==> src/rtl/div_16bit_seq_pkg.sv <==
// Shared definitions for the iterative divider: state encodings, widths and
// the fixed divide-by-zero quotient.
package div_16bit_seq_pkg;

    localparam int unsigned DIV_WIDTH = 16;
    localparam int unsigned N_ITER    = 16;
    localparam int unsigned CNT_W     = 5;

    localparam logic [DIV_WIDTH-1:0] DIV0_QUOTIENT = 16'hFFFF;

    typedef enum logic [1:0] {
        S_IDLE = 2'd0,
        S_CALC = 2'd1,
        S_DONE = 2'd2
    } state_t;

endpackage

==> src/rtl/div_16bit_seq_add_sub.sv <==
// 16-bit adder/subtractor: sel=1 gives in0 - in1 with cout=1 meaning no borrow.
module add_sub_16bit (
    input  logic [15:0] in0,
    input  logic [15:0] in1,
    input  logic        sel,
    output logic [15:0] sum,
    output logic        cout
);

    logic [15:0] operand_b;

    always_comb begin
        operand_b     = sel ? ~in1 : in1;
        {cout, sum}   = 17'({1'b0, in0}) + 17'({1'b0, operand_b}) + 17'(sel);
    end

endmodule

==> src/rtl/div_16bit_seq.sv <==
// Restoring shift-subtract unsigned divider: one quotient bit per cycle,
// results registered on completion and held until the next accepted start.
module div_16bit_seq
    import div_16bit_seq_pkg::*;
(
    input  logic                 clk,
    input  logic                 rst,
    input  logic                 start,
    input  logic [DIV_WIDTH-1:0] dividend,
    input  logic [DIV_WIDTH-1:0] divisor,
    output logic                 busy,
    output logic                 done,
    output logic [DIV_WIDTH-1:0] quotient,
    output logic [DIV_WIDTH-1:0] remainder,
    output logic                 div_by_zero
);

    state_t               state_q, state_d;
    logic [CNT_W-1:0]     cnt_q, cnt_d;
    logic [DIV_WIDTH-1:0] q_q, q_d;
    logic [DIV_WIDTH-1:0] r_q, r_d;
    logic [DIV_WIDTH-1:0] d_q, d_d;
    logic                 busy_q, busy_d;
    logic                 done_q, done_d;
    logic [DIV_WIDTH-1:0] quotient_q, quotient_d;
    logic [DIV_WIDTH-1:0] remainder_q, remainder_d;
    logic                 dbz_q, dbz_d;

    logic                 shift_c;
    logic [DIV_WIDTH-1:0] shifted;
    logic [DIV_WIDTH-1:0] diff;
    logic                 no_borrow;

    // Partial remainder shifted left with the next dividend bit; shift_c is bit 16.
    assign shift_c = r_q[DIV_WIDTH-1];
    assign shifted = {r_q[DIV_WIDTH-2:0], q_q[DIV_WIDTH-1]};

    add_sub_16bit u_trial_sub (
        .in0  (shifted),
        .in1  (d_q),
        .sel  (1'b1),
        .sum  (diff),
        .cout (no_borrow)
    );

    always_comb begin
        state_d     = state_q;
        cnt_d       = cnt_q;
        q_d         = q_q;
        r_d         = r_q;
        d_d         = d_q;
        busy_d      = busy_q;
        done_d      = 1'b0;
        quotient_d  = quotient_q;
        remainder_d = remainder_q;
        dbz_d       = dbz_q;

        case (state_q)
            S_IDLE: begin
                if (start) begin
                    busy_d = 1'b1;
                    if (divisor != '0) begin
                        q_d     = dividend;
                        r_d     = '0;
                        d_d     = divisor;
                        cnt_d   = '0;
                        state_d = S_CALC;
                    end else begin
                        quotient_d  = DIV0_QUOTIENT;
                        remainder_d = dividend;
                        dbz_d       = 1'b1;
                        done_d      = 1'b1;
                        state_d     = S_DONE;
                    end
                end
            end
            S_CALC: begin
                // A set shift_c means the 17-bit value exceeds any divisor.
                if (shift_c || no_borrow) begin
                    r_d = diff;
                    q_d = {q_q[DIV_WIDTH-2:0], 1'b1};
                end else begin
                    r_d = shifted;
                    q_d = {q_q[DIV_WIDTH-2:0], 1'b0};
                end
                cnt_d = cnt_q + CNT_W'(1);
                if (cnt_q == CNT_W'(N_ITER - 1)) begin
                    quotient_d  = q_d;
                    remainder_d = r_d;
                    dbz_d       = 1'b0;
                    done_d      = 1'b1;
                    state_d     = S_DONE;
                end
            end
            S_DONE: begin
                busy_d  = 1'b0;
                state_d = S_IDLE;
            end
            default: begin
                busy_d  = 1'b0;
                state_d = S_IDLE;
            end
        endcase
    end

    always_ff @(posedge clk or posedge rst) begin
        if (rst) begin
            state_q     <= S_IDLE;
            cnt_q       <= '0;
            q_q         <= '0;
            r_q         <= '0;
            d_q         <= '0;
            busy_q      <= 1'b0;
            done_q      <= 1'b0;
            quotient_q  <= '0;
            remainder_q <= '0;
            dbz_q       <= 1'b0;
        end else begin
            state_q     <= state_d;
            cnt_q       <= cnt_d;
            q_q         <= q_d;
            r_q         <= r_d;
            d_q         <= d_d;
            busy_q      <= busy_d;
            done_q      <= done_d;
            quotient_q  <= quotient_d;
            remainder_q <= remainder_d;
            dbz_q       <= dbz_d;
        end
    end

    assign busy        = busy_q;
    assign done        = done_q;
    assign quotient    = quotient_q;
    assign remainder   = remainder_q;
    assign div_by_zero = dbz_q;

endmodule

==> config.mk <==
export PLATFORM = sky130hd
export DESIGN_NAME = div_16bit_seq
export DESIGN_NICKNAME = d
export VERILOG_FILES = /design/src/rtl/div_16bit_seq_pkg.sv /design/src/rtl/div_16bit_seq_add_sub.sv /design/src/rtl/div_16bit_seq.sv
export SDC_FILE = /design/constraint.sdc
export NUM_CORES = 1
export LEC_CHECK = 0
export CAP_MARGIN = 20
export CORE_MARGIN = 2
export CORE_UTILIZATION = 55
export DETAILED_ROUTE_END_ITERATION = 10
export DONT_BUFFER_PORTS = 1
export HOLD_SLACK_MARGIN = 0.1
export PLACE_DENSITY = 0.67
export SYNTH_ARGS = -nofsm -noshare
export SYNTH_HDL_FRONTEND = slang
export SYNTH_SLANG_ARGS = --single-unit
==> constraint.sdc <==
create_clock -name clk -period 5.45 [get_ports clk]
set_input_delay 1.3625 -clock clk [delete_from_list [all_inputs] [get_ports clk]]
set_output_delay 1.3625 -clock clk [all_outputs]
set_load 0.01 [all_outputs]
# Word level (Yosys, flattened, before mapping)

Index checks and enable logic that the tools add are counted.

Flip-flop bits (word level): 90
Latch bits: 0
Bits in writable memories: 0
Bits in read-only memories: 0
Bits of input ports: 35
Output and inout bits: 35
Logic and storage cells: 63
Memories kept: 0

$add $sub $neg: 3
$mul: 0
Div/mod/pow operators: 0
Order comparisons: 0
Equality and inequality tests: 6
Shift operators: 0
Muxes and demuxes: 33
Bitwise logic cells: 2
Reduce and logical (&&, ||, !) cells: 9

Operators with widths:

| cell                  | count |
|---|---|
| $mux 16               | 11 |
| $pmux 16 s2           | 4 |
| $add 16x16->17        | 1 |
| $add 17x1->17 const B | 1 |
| $not 16->16           | 1 |
| $reduce_bool 16->1    | 1 |
| $mux 5                | 2 |
| $pmux 5 s2            | 1 |
| $mux 1                | 8 |
| $ne 2x2->1 const B    | 4 |
| $mux 2                | 3 |
| $pmux 1 s2            | 3 |
| $reduce_and 3->1      | 2 |
| $add 5x1->5 const B   | 1 |
| $eq 5x4->1 const B    | 1 |
| $pmux 2 s2            | 1 |
| $reduce_and 2->1      | 2 |
| $reduce_and 4->1      | 1 |
| $eq 2x1->1 const B    | 1 |
| $logic_not 2->1       | 1 |
| $reduce_bool 2->1     | 1 |
| $logic_or 1x1->1      | 1 |
| $not 1->1             | 1 |

# Depth between registers and ports, before layout

Gate-level depths: netlist of run 1.

Depth after elaboration: 7
Mapped depth: 11
Mapped depth without buffers: 10

# By module

From an unflattened synthesis of run 1, not the netlist that was laid out.

Cells, all modules: 422
Area, all modules: 4,804.6 µm²

Modules (own cells, without submodules):

| module        | instances | cells an instance | area each (µm²) | sequential area each (µm²) |
|---|---|---|---|---|
| div_16bit_seq | 1         | 300               | 3,885.0         | 2,252.2 |
| add_sub_16bit | 1         | 122               | 919.6           | 0.0 |

# Least setup slack after synthesis of run 1

No wires, ideal clock.

Path kind: input to register
From: input divisor[10]
To: register quotient_q[7], in the netlist quotient[7]
Library setup time: 0.121 ns
Arrival time: 2.616 ns
Data required time: 5.329 ns
Setup slack: 2.713 ns
Stages on the path: 8
Path buffers: 3
Cells stage by stage: nor4_1 and4_1 buf_2 a21oi_1 clkbuf_1 clkbuf_1 nor3_1 nor2_1

Longest elaborated chain between the ends: 3

RTL lines:

| item                              | line                 | text |
|---|---|---|
| from (decl)                       | div_16bit_seq.sv:10  | `input logic [DIV_WIDTH-1:0] divisor,` |
| $reduce_bool 16->1                | div_16bit_seq.sv:62  | `if (divisor != '0) begin` |
| $ne 2x2->1 (no source line)       | n/a                  |  |
| $reduce_and 4->1 (no source line) | n/a                  |  |
| to (signal assigned)              | div_16bit_seq.sv:126 | `quotient_q <= quotient_d;` |
| to (decl)                         | div_16bit_seq.sv:25  | `logic [DIV_WIDTH-1:0] quotient_q, quotient_d;` |

No other way between the ends.
A chain may end at the register's enable or synchronous reset.

# Final worst setup path of run 1

From: input divisor[10]
To: register remainder_q[14], in the netlist remainder[14]

Longest elaborated chain between the ends: 3

RTL lines:

| item                              | line                 | text |
|---|---|---|
| $reduce_bool 16->1                | div_16bit_seq.sv:62  |  |
| $ne 2x2->1 (no source line)       | n/a                  |  |
| $reduce_and 4->1 (no source line) | n/a                  |  |
| to (signal assigned)              | div_16bit_seq.sv:127 | `remainder_q <= remainder_d;` |
| to (decl)                         | div_16bit_seq.sv:26  | `logic [DIV_WIDTH-1:0] remainder_q, remainder_d;` |

No other way between the ends.

==> flow_summary_export.csv, run 1 <==
group,metric,value,unit
outcome,status,"finished, final reports clean",
critical_path,r2r_slack,2.33,ns
synth,synth_most_common_cell,"dfrtp_1",
cts,root_buffer,"clkbuf_8",
min_path,min_path_type,"flip-flop to flip-flop",
power,power_density,764.1,nW/um^2
synth,syn_area,5055,sq um
synth,synth_top_cell_area_share,44.55,%
drt,first_pass_iters,5,
critical_path,crit_fanout,33,
critical_path,endpoint,"remainder[14]",
synth,syn_avg_cell_area,8.868,sq um
critical_path,path_cells,"nor4_1, and4_1, a21oi_1, buf_4, inv_1, buf_4, nor2_1, o32a_1, o41ai_2",
critical_path,crit_top_cell,"buf_4",
final_layout,fin_cells,669,
floorplan,die_height,99.87,um
sta,worst_pin_slew,0.8248,ns
final_layout,num_antenna_cells,0,
synth,ys_seq_elements,90,
critical_path,r2r_cells,9,
cts,path_clk_slew,0.10,ns
sta,finalHoldViolCount,0,
critical_path,critPathArrivalTime,3.44,ns
cts,cts-root-to-sink-buffers,2,
global_route,grt_start_max_net_pins,55,
synth,syn-num-nets,624,
final_layout,syn2layout_area_growth,5.272,%
sta,finalCriticalPeriod,3.164,ns
cts,post_cts.repair.setup_buffers,0,
critical_path,worst_setup_path_start_kind,"input pin",
synth,synth_top_flop_cell,"dfrtp_1",
job,drv_cap,0,
synth,synth-seq-area-share,44.55,%
critical_path,worstSetupPathType,"input pin to flip-flop",
global_route,grt_pass1_wl,19.95,mm
sta,period_share,58.06,%
cts,clk_latency,0.36,ns
place,io_buffers,0,
drt,drt-total-wl,12.21,mm
global_route,antenna_found_initial,0,
synth,synth_largest_area_cell,"dfrtp_1",
drt,initialDrtViolationCount,268,
drt,num_vias,4079,
floorplan,die_area,9973,sq um
critical_path,slowest_stage,"and4_1",
drt,antenna_left,0,
global_route,gr-usage-all-layers,25.49,%
sta,drv_slew,0,
critical_path,crit_start,"divisor[10]",
cts,cts_hold_buf,0,
critical_path,end_kind,"flip-flop",
sta,slew_headroom,45.01,%
floorplan,io_pins,70,
synth,synth_common_cells,"dfrtp_1, nand2_1, nor2_1, o21ai_0, inv_1",
critical_path,crit_buf_inv,3,
cts,cts_tree,"yes",
cts,cts_buffers,9,
final_layout,drive_above_1_share,7.130,%
sta,fmax,316.0,MHz
power,p_leak,0.002408,uW
place,dp_cells,652,
critical_path,cp_top_family,"simple AND/OR/NAND/NOR gates",
floorplan,core_region_area,8806,sq um
synth,ys_types,63,
power,total_power,4066,uW
sta,rsz0062_at_grt,"false",
drt,viasPerCell,6.097,
synth,yosysWarnings,0,
final_layout,fill_cells,785,
place,pre_cts_slack,1.666,ns
synth,syn-instance-count,570,
drt,drt-wirelength-per-cell,18.26,um
floorplan,row_count,34,
global_route,grt_pass1_vias,3950,
place,gp_congestion,0.8601,
critical_path,crit_cells,9,
synth,synth_area_leaders,"dfrtp_1, o21ai_0, nand2_1",
place,dp_hpwl,8.802,mm
cts,h-tree-depth,3,
final_layout,nets,611,
floorplan,start_util,57.40,%
sta,totalNegativeSetupSlack,0,ns
floorplan,die_x,99.87,um
synth,synth-edff-count,0,
sta,finalSetupViolations,0,
global_route,gr-total-overflow,0,
sta,holdWs,0.4915,ns
critical_path,required,5.72,ns
synth,async_flop_share,100.0,%
cts,cts_sinks,90,
sta,skew,0.01640,ns
critical_path,critPathMaxStageDelay,0.45,ns
critical_path,r2r_start,"q_q[15]",
cts,cts_resized,0,
power,peakVddDrop,0.0003199,V
drt,drc,0,
sta,setup_ws,2.286,ns
critical_path,r2r_end,"remainder[6]",
[worst register-to-register path, stage by stage, from the launching register on]
cell and delay, ns:
dfrtp_1 0.46, inv_1 0.10, ha_1 0.18, fa_1 0.21
and2b_1 0.21, o31ai_2 0.39, a211o_2 0.39, and2_1 0.52
mux2i_1 0.42, a21oi_1 0.12
[logic make-up (layout without fill, tap and decap cells)]
| logic type | Yosys count | count (layout) | share of synthesized area, % |
|---|---|---|---|
| AO/OA/AOI/OAI | 160 | 160 | 21.19 |
| XOR/XNOR | 5 | 5 | 0.8665 |
| adder cells (fa/ha/maj) | 19 | 19 | 4.852 |
| buffers and inverters | 62 | 53 | 5.371 |
| flip-flops | 90 | 90 | 44.55 |
| multiplexers | 23 | 23 | 4.579 |
| AND/OR/NAND/NOR | 211 | 211 | 18.59 |
[per-layer routing]
metal | routed length (um) | vias up | GRT usage (%) | part of all wire [%]
met1 | 5642 | 1950 | 34.79 | 46
met4 | 58 | 0 | 4.636 | 0.47
met3 | 775 | 5 | 5.084 | 6.3
li1 | - | 1996 | - | -
met5 | 0 | - | 0 | 0
met2 | 5738 | 128 | 42.98 | 47
[flip-flops by register name, indices dropped and copies added (netlist names)]
name / count
quotient: 16
busy: 1
r_q: 16
div_by_zero: 1
remainder: 16
d_q: 16
state_q: 2
q_q: 16
cnt_q: 5
done: 1
[worst min path at each step]
stage	depth (start not counted)	startpoint	end	slack, ns
6_report	2	cnt_q[4]	cnt_q[4]	0.49
3_3_place_gp	2	cnt_q[4]	cnt_q[4]	0.46
5_1_grt	2	cnt_q[4]	cnt_q[4]	0.52
4_1_cts	2	cnt_q[4]	cnt_q[4]	0.49
3_5_place_dp	2	cnt_q[4]	cnt_q[4]	0.47
2_1_floorplan	2	cnt_q[4]	cnt_q[4]	0.45
[final cells by class]
cell class	instances	area, sq um	share of cell area [%]
clock buffer	9	123.9	2.328
clock inverter	6	72.57	1.364
inverter	30	113.9	2.140
multi-input combinational	418	2544	47.80
sequential	90	2252	42.32
tap	108	135.1	2.539
timing repair buffer	8	80.08	1.505
[placed cells by master (no fill, tap or decap), types with 4 or more instances in the layout]
cell      instances
mux2i_1          22
a21oi_1          27
o32a_1            4
or3_1             7
o21a_1            5
clkbuf_8          9
nand2_1          73
nor3_1           22
inv_1            29
o211ai_1          7
nor2b_1           4
buf_4             6
nand3_1          13
a21o_1            5
a221oi_1          4
dfrtp_1          90
and3_1            5
nor2_1           65
o21ai_0          60
nor4_1            4
and2_1            4
a211oi_1         10
ha_1             18
[power breakdown]
part	internal (uW)	switching, uW	total [uW]	leakage, uW
Combinational	901	1420	2320	0.00122
Sequential	990	283	1270	0.00109
Clock	216	255	470	0.0000967
Total	2110	1960	4070	0.00241
[stage by stage]
stage | util, % | cell area, sq um
2_1_floorplan | - | 5055
3_3_place_gp | 57.80 | 5090
3_5_place_dp | 57.80 | 5090
4_1_cts | 60.03 | 5286
5_1_grt | 60.43 | 5321
6_report | 60.43 | 5321
No activity file was read; power rests on OpenSTA's default activity.
==> inputs of run 2 (changes only) <==
==> constraint.sdc (replaced) <==
create_clock -name clk -period 3.25 [get_ports clk]
set_input_delay 0.8125 -clock clk [delete_from_list [all_inputs] [get_ports clk]]
set_output_delay 0.8125 -clock clk [all_outputs]
set_load 0.01 [all_outputs]
==> flow_summary_export.csv, run 2 (synthesis gave the netlist of run 1 again) <==
group,metric,value,unit
sta,finalCriticalPeriod,2.869,ns
global_route,gr-total-overflow,0,
cts,path_clk_slew,0.11,ns
drt,num_vias,4111,
final_layout,layout_common_cells,"dfrtp_1, nand2_1, nor2_1",
drt,drt-wirelength-per-cell,18.28,um
drt,viasPerCell,6.108,
cts,cts_sinks,90,
critical_path,worstSetupPathType,"flip-flop to flip-flop",
critical_path,worst_setup_path_start_kind,"flip-flop",
place,io_buffers,0,
cts,cts_buffers,9,
final_layout,nets,614,
power,p_leak,0.002404,uW
cts,root_buffer,"clkbuf_8",
floorplan,row_count,34,
critical_path,r2r_start,"q_q[15]",
final_layout,drive_above_1_share,7.611,%
cts,cts-root-to-sink-buffers,2,
place,gp_congestion,0.9225,
sta,finalHoldViolCount,0,
critical_path,r2r_slack,0.38,ns
sta,worst_pin_slew,1.004,ns
global_route,antenna_found_initial,0,
final_layout,final_common_cell,"dfrtp_1",
drt,first_pass_iters,5,
critical_path,end_kind,"flip-flop",
cts,cts_hold_buf,0,
global_route,gr-usage-all-layers,25.73,%
sta,skew,0.02042,ns
sta,rsz0062_at_grt,"false",
sta,drv_slew,0,
drt,drc,0,
cts,cts_tree,"yes",
critical_path,crit_fanout,12,
critical_path,critPathArrivalTime,3.10,ns
drt,antenna_left,0,
final_layout,syn2layout_area_growth,5.173,%
global_route,grt_pass1_wl,20.18,mm
final_layout,num_antenna_cells,0,
cts,post_cts.repair.setup_buffers,0,
drt,drt-total-wl,12.30,mm
global_route,grt_start_max_net_pins,52,
final_layout,fill_cells,770,
floorplan,core_region_area,8806,sq um
sta,fmax,348.6,MHz
sta,finalSetupViolations,0,
cts,clk_latency,0.37,ns
floorplan,die_height,99.87,um
critical_path,endpoint,"r_q[4]",
place,dp_hpwl,9.352,mm
power,peakVddDrop,0.0005388,V
floorplan,start_util,57.40,%
floorplan,die_x,99.87,um
sta,totalNegativeSetupSlack,0,ns
critical_path,crit_start,"q_q[15]",
floorplan,die_area,9973,sq um
critical_path,required,3.48,ns
sta,slew_headroom,32.98,%
floorplan,io_pins,70,
outcome,status,"finished, final reports clean",
min_path,min_path_type,"input pin to asynchronous set/reset pin",
sta,period_share,88.27,%
critical_path,r2r_cells,9,
drt,initialDrtViolationCount,237,
cts,cts_resized,0,
power,power_density,1270,nW/um^2
sta,holdWs,0.3888,ns
global_route,grt_pass1_vias,3939,
job,drv_cap,0,
critical_path,r2r_end,"r_q[4]",
cts,h-tree-depth,3,
==> run 2: changes by cell type in the layout (fill, tap and decap cells not counted) <==
| cell | delta |
|---|---|
| clkinvlp_4 | +2 |
| bufinv_16 | -1 |
| inv_6 | -1 |
| buf_8 | -1 |
| clkbuf_1 | +1 |
| buf_4 | +4 |
==> run 2: worst min path at each step <==
stage	start	endpoint	slack, ns	cells past startpoint
2_1_floorplan	cnt_q[4]	cnt_q[4]	0.45	2
6_report	rst	done	0.39	1
3_3_place_gp	cnt_q[4]	cnt_q[4]	0.47	2
5_1_grt	rst	done	0.44	1
3_5_place_dp	cnt_q[4]	cnt_q[4]	0.48	2
4_1_cts	rst	done	0.41	1
==> run 2: metrics by stage <==
step,cells,utilization (%),power [uW],area (sq um),setup slack (ns)
3_3_place_gp,657,58.37,5948,5140,0.4895
6_report,673,60.37,6753,5316,0.3811
4_1_cts,673,60.37,6726,5316,0.3958
3_5_place_dp,657,58.37,6005,5140,0.4143
2_1_floorplan,570,-,5108,5055,0.1022
5_1_grt,673,60.37,7338,5316,0.2525
==> run 2: routing by layer <==
metal	share of wire [%]	vias to the layer above	track usage, %
li1	-	2012	-
met1	47	1952	35.93
met2	45	131	40.12
met3	5.9	16	5.084
met4	1.9	0	9.589
met5	0	-	0
==> run 2: final cells by class <==
cell class                      instances  area [sq um]  share of cell area [%]
Multi-Input combinational cell        418          2544                   47.85
Sequential cell                        90          2252                   42.36
Tap cell                              108         135.1                   2.542
Clock buffer                           10         127.6                   2.401
Inverter                               30         113.9                   2.142
Timing Repair Buffer                   11         95.09                   1.789
Clock inverter                          6         48.80                  0.9179
==> run 2: critical path, cell delays in order, from the launching register on <==
cell	delay [ns]
dfrtp_1	0.39
inv_1	0.05
ha_1	0.23
fa_1	0.41
and2b_1	0.26
o31ai_2	0.10
a211o_2	0.43
and2_1	0.33
a21oi_1	0.38
o21ai_0	0.13
==> run 2: where the power goes <==
group / internal (uW) / switching (uW) / total [uW]
logic: 1520 / 2370 / 3880
clock network: 285 / 428 / 713
registers: 1660 / 495 / 2160
==> inputs of run 3 (changes only) <==
--- a/config.mk
+++ b/config.mk
@@ -12,6 +12,7 @@
 export DONT_BUFFER_PORTS = 1
 export HOLD_SLACK_MARGIN = 0.1
 export PLACE_DENSITY = 0.67
+export RECOVER_POWER = 25
 export SYNTH_ARGS = -nofsm -noshare
 export SYNTH_HDL_FRONTEND = slang
 export SYNTH_SLANG_ARGS = --single-unit
==> flow_summary_export.csv, run 3 (synthesis gave the netlist of run 1 again) <==
group,metric,value,unit
final_layout,syn2layout_area_growth,5.173,%
global_route,gr-usage-met2,40.12,%
global_route,grt_start_max_net_pins,52,
power,switchingPower,3287,uW
global_route,use_met1,35.93,%
power,pwr-share-seq,31.9,%
critical_path,worst_setup_path_start_kind,"flip-flop",
cts,cts_resized,0,
critical_path,worstSetupPathType,"flip-flop to flip-flop",
sta,skew,0.01987,ns
place,io_buffers,0,
outcome,failed_checks,"capacitance limit, slew limit",
final_layout,layout_common_cells,"dfrtp_1, nand2_1, nor2_1",
global_route,grt.busiest_layer,"met2",
cts,post_cts.repair.setup_buffers,0,
sta,finalCriticalPeriod,2.870,ns
global_route,grt_pass1_vias,3939,
final_layout,final_area,5316,sq um
cts,cts_tree,"yes",
floorplan,die_x,99.87,um
drt,drt-total-wl,12.29,mm
sta,totalNegativeSetupSlack,0,ns
cts,cts_hold_buf,0,
final_layout,drive_above_1_share,7.611,%
sta,finalSetupViolations,0,
cts,path_clk_slew,0.11,ns
final_layout,final_common_cell,"dfrtp_1",
sta,slew_headroom,-17.93,%
floorplan,start_util,57.40,%
sta,finalHoldViolCount,0,
power,p_leak,0.002400,uW
drt,antenna_left,0,
power,power_density,1270,nW/um^2
power,p_sw_share,48.68,%
cts,clk_latency,0.37,ns
floorplan,die_area,9973,sq um
global_route,gr-total-overflow,0,
cts,cts_buffers,9,
final_layout,fill_cells,770,
min_path,holdPathStages,2,
global_route,antenna_found_initial,0,
cts,cts_sinks,90,
final_layout,num_antenna_cells,0,
min_path,min_path_type,"flip-flop to flip-flop",
floorplan,die_height,99.87,um
critical_path,required,3.48,ns
sta,drv_slew,40,
place,dp_hpwl,9.352,mm
power,pwr-share-clk,10.6,%
sta,fmax,348.4,MHz
critical_path,r2r_cells,9,
critical_path,crit_fanout,12,
power,internal_power,3464,uW
cts,root_buffer,"clkbuf_8",
sta,worst_pin_slew,1.759,ns
floorplan,io_pins,70,
sta,rsz0062_at_grt,"false",
power,peakVddDrop,0.0005386,V
global_route,gr-usage-all-layers,25.73,%
critical_path,critPathArrivalTime,3.10,ns
cts,h-tree-depth,3,
drt,drt-wirelength-per-cell,18.26,um
place,gp_congestion,0.9225,
sta,period_share,88.32,%
place,place_area,5140,sq um
drt,initialDrtViolationCount,237,
drt,num_vias,4101,
cts,cts-root-to-sink-buffers,2,
drt,viasPerCell,6.094,
drt,drc,0,
job,drv_cap,1,
drt,first_pass_iters,5,
critical_path,end_kind,"flip-flop",
power,pwr-share-comb,57.5,%
floorplan,core_region_area,8806,sq um
floorplan,row_count,34,
final_layout,nets,614,
global_route,grt_pass1_wl,20.18,mm
global_route,use_met3,5.084,%
outcome,status,"complete, but fails checks",
## run 3: critical path, cell delays in order, from the launching register on
cell	delay (ns)
dfrtp_1	0.39
inv_1	0.05
ha_1	0.23
fa_1	0.41
and2b_1	0.26
o31ai_2	0.10
a211o_2	0.43
and2_1	0.33
a21oi_1	0.38
o21ai_0	0.13
## run 3: worst paths after layout
| kind | from | to | slack [ns] |
|---|---|---|---|
| worst min register to register | cnt_q[4] | cnt_q[4] | 0.50 |
| max in group asynchronous | rst | cnt_q[0] | 1.58 |
| worst max-delay path | q_q[15] | r_q[4] | 0.38 |
| min in group asynchronous | rst | done | 0.74 |
| worst max register to register | q_q[15] | r_q[4] | 0.38 |
| worst min-delay path | cnt_q[4] | cnt_q[4] | 0.50 |
## run 3: power by group through the flow
| stage | clock network [uW] | registers, uW | logic (uW) |
|---|---|---|---|
| detailed placement | 0 | 2170 | 3830 |
| floorplan | 0 | 2010 | 3090 |
| CTS | 721 | 2150 | 3850 |
| global route | 769 | 2230 | 4340 |
| global placement | 0 | 2170 | 3780 |
| finish | 714 | 2160 | 3880 |
## run 3: metal layers
layer	routed length [um]	vias to the layer above
li1	-	2012
met1	5818	1952
met2	5551	121
met3	689	16
met4	233	0
met5	0	-
## run 3: area by class of cell
class | count | area [sq um] | share of cell area (%)
well taps | 108 | 135.1 | 2.542
multi-input cells | 418 | 2544 | 47.85
inverters | 30 | 113.9 | 2.142
flip-flops and latches | 90 | 2252 | 42.36
repair buffers | 11 | 95.09 | 1.789
clock inverters | 6 | 48.80 | 0.9179
clock buffers | 10 | 127.6 | 2.401
## run 3: per-stage QoR
stage	utilization [%]	instances	hold WS (ns)	worst slack, ns	total power (uW)
6_report	60.37	673	0.4960	0.3795	6751
5_1_grt	60.37	673	0.5370	0.2525	7339
4_1_cts	60.37	673	0.4118	0.3958	6726
3_5_place_dp	58.37	657	0.4761	0.4143	6005
3_3_place_gp	58.37	657	0.4677	0.4895	5948
2_1_floorplan	-	570	0.4498	0.1022	5108
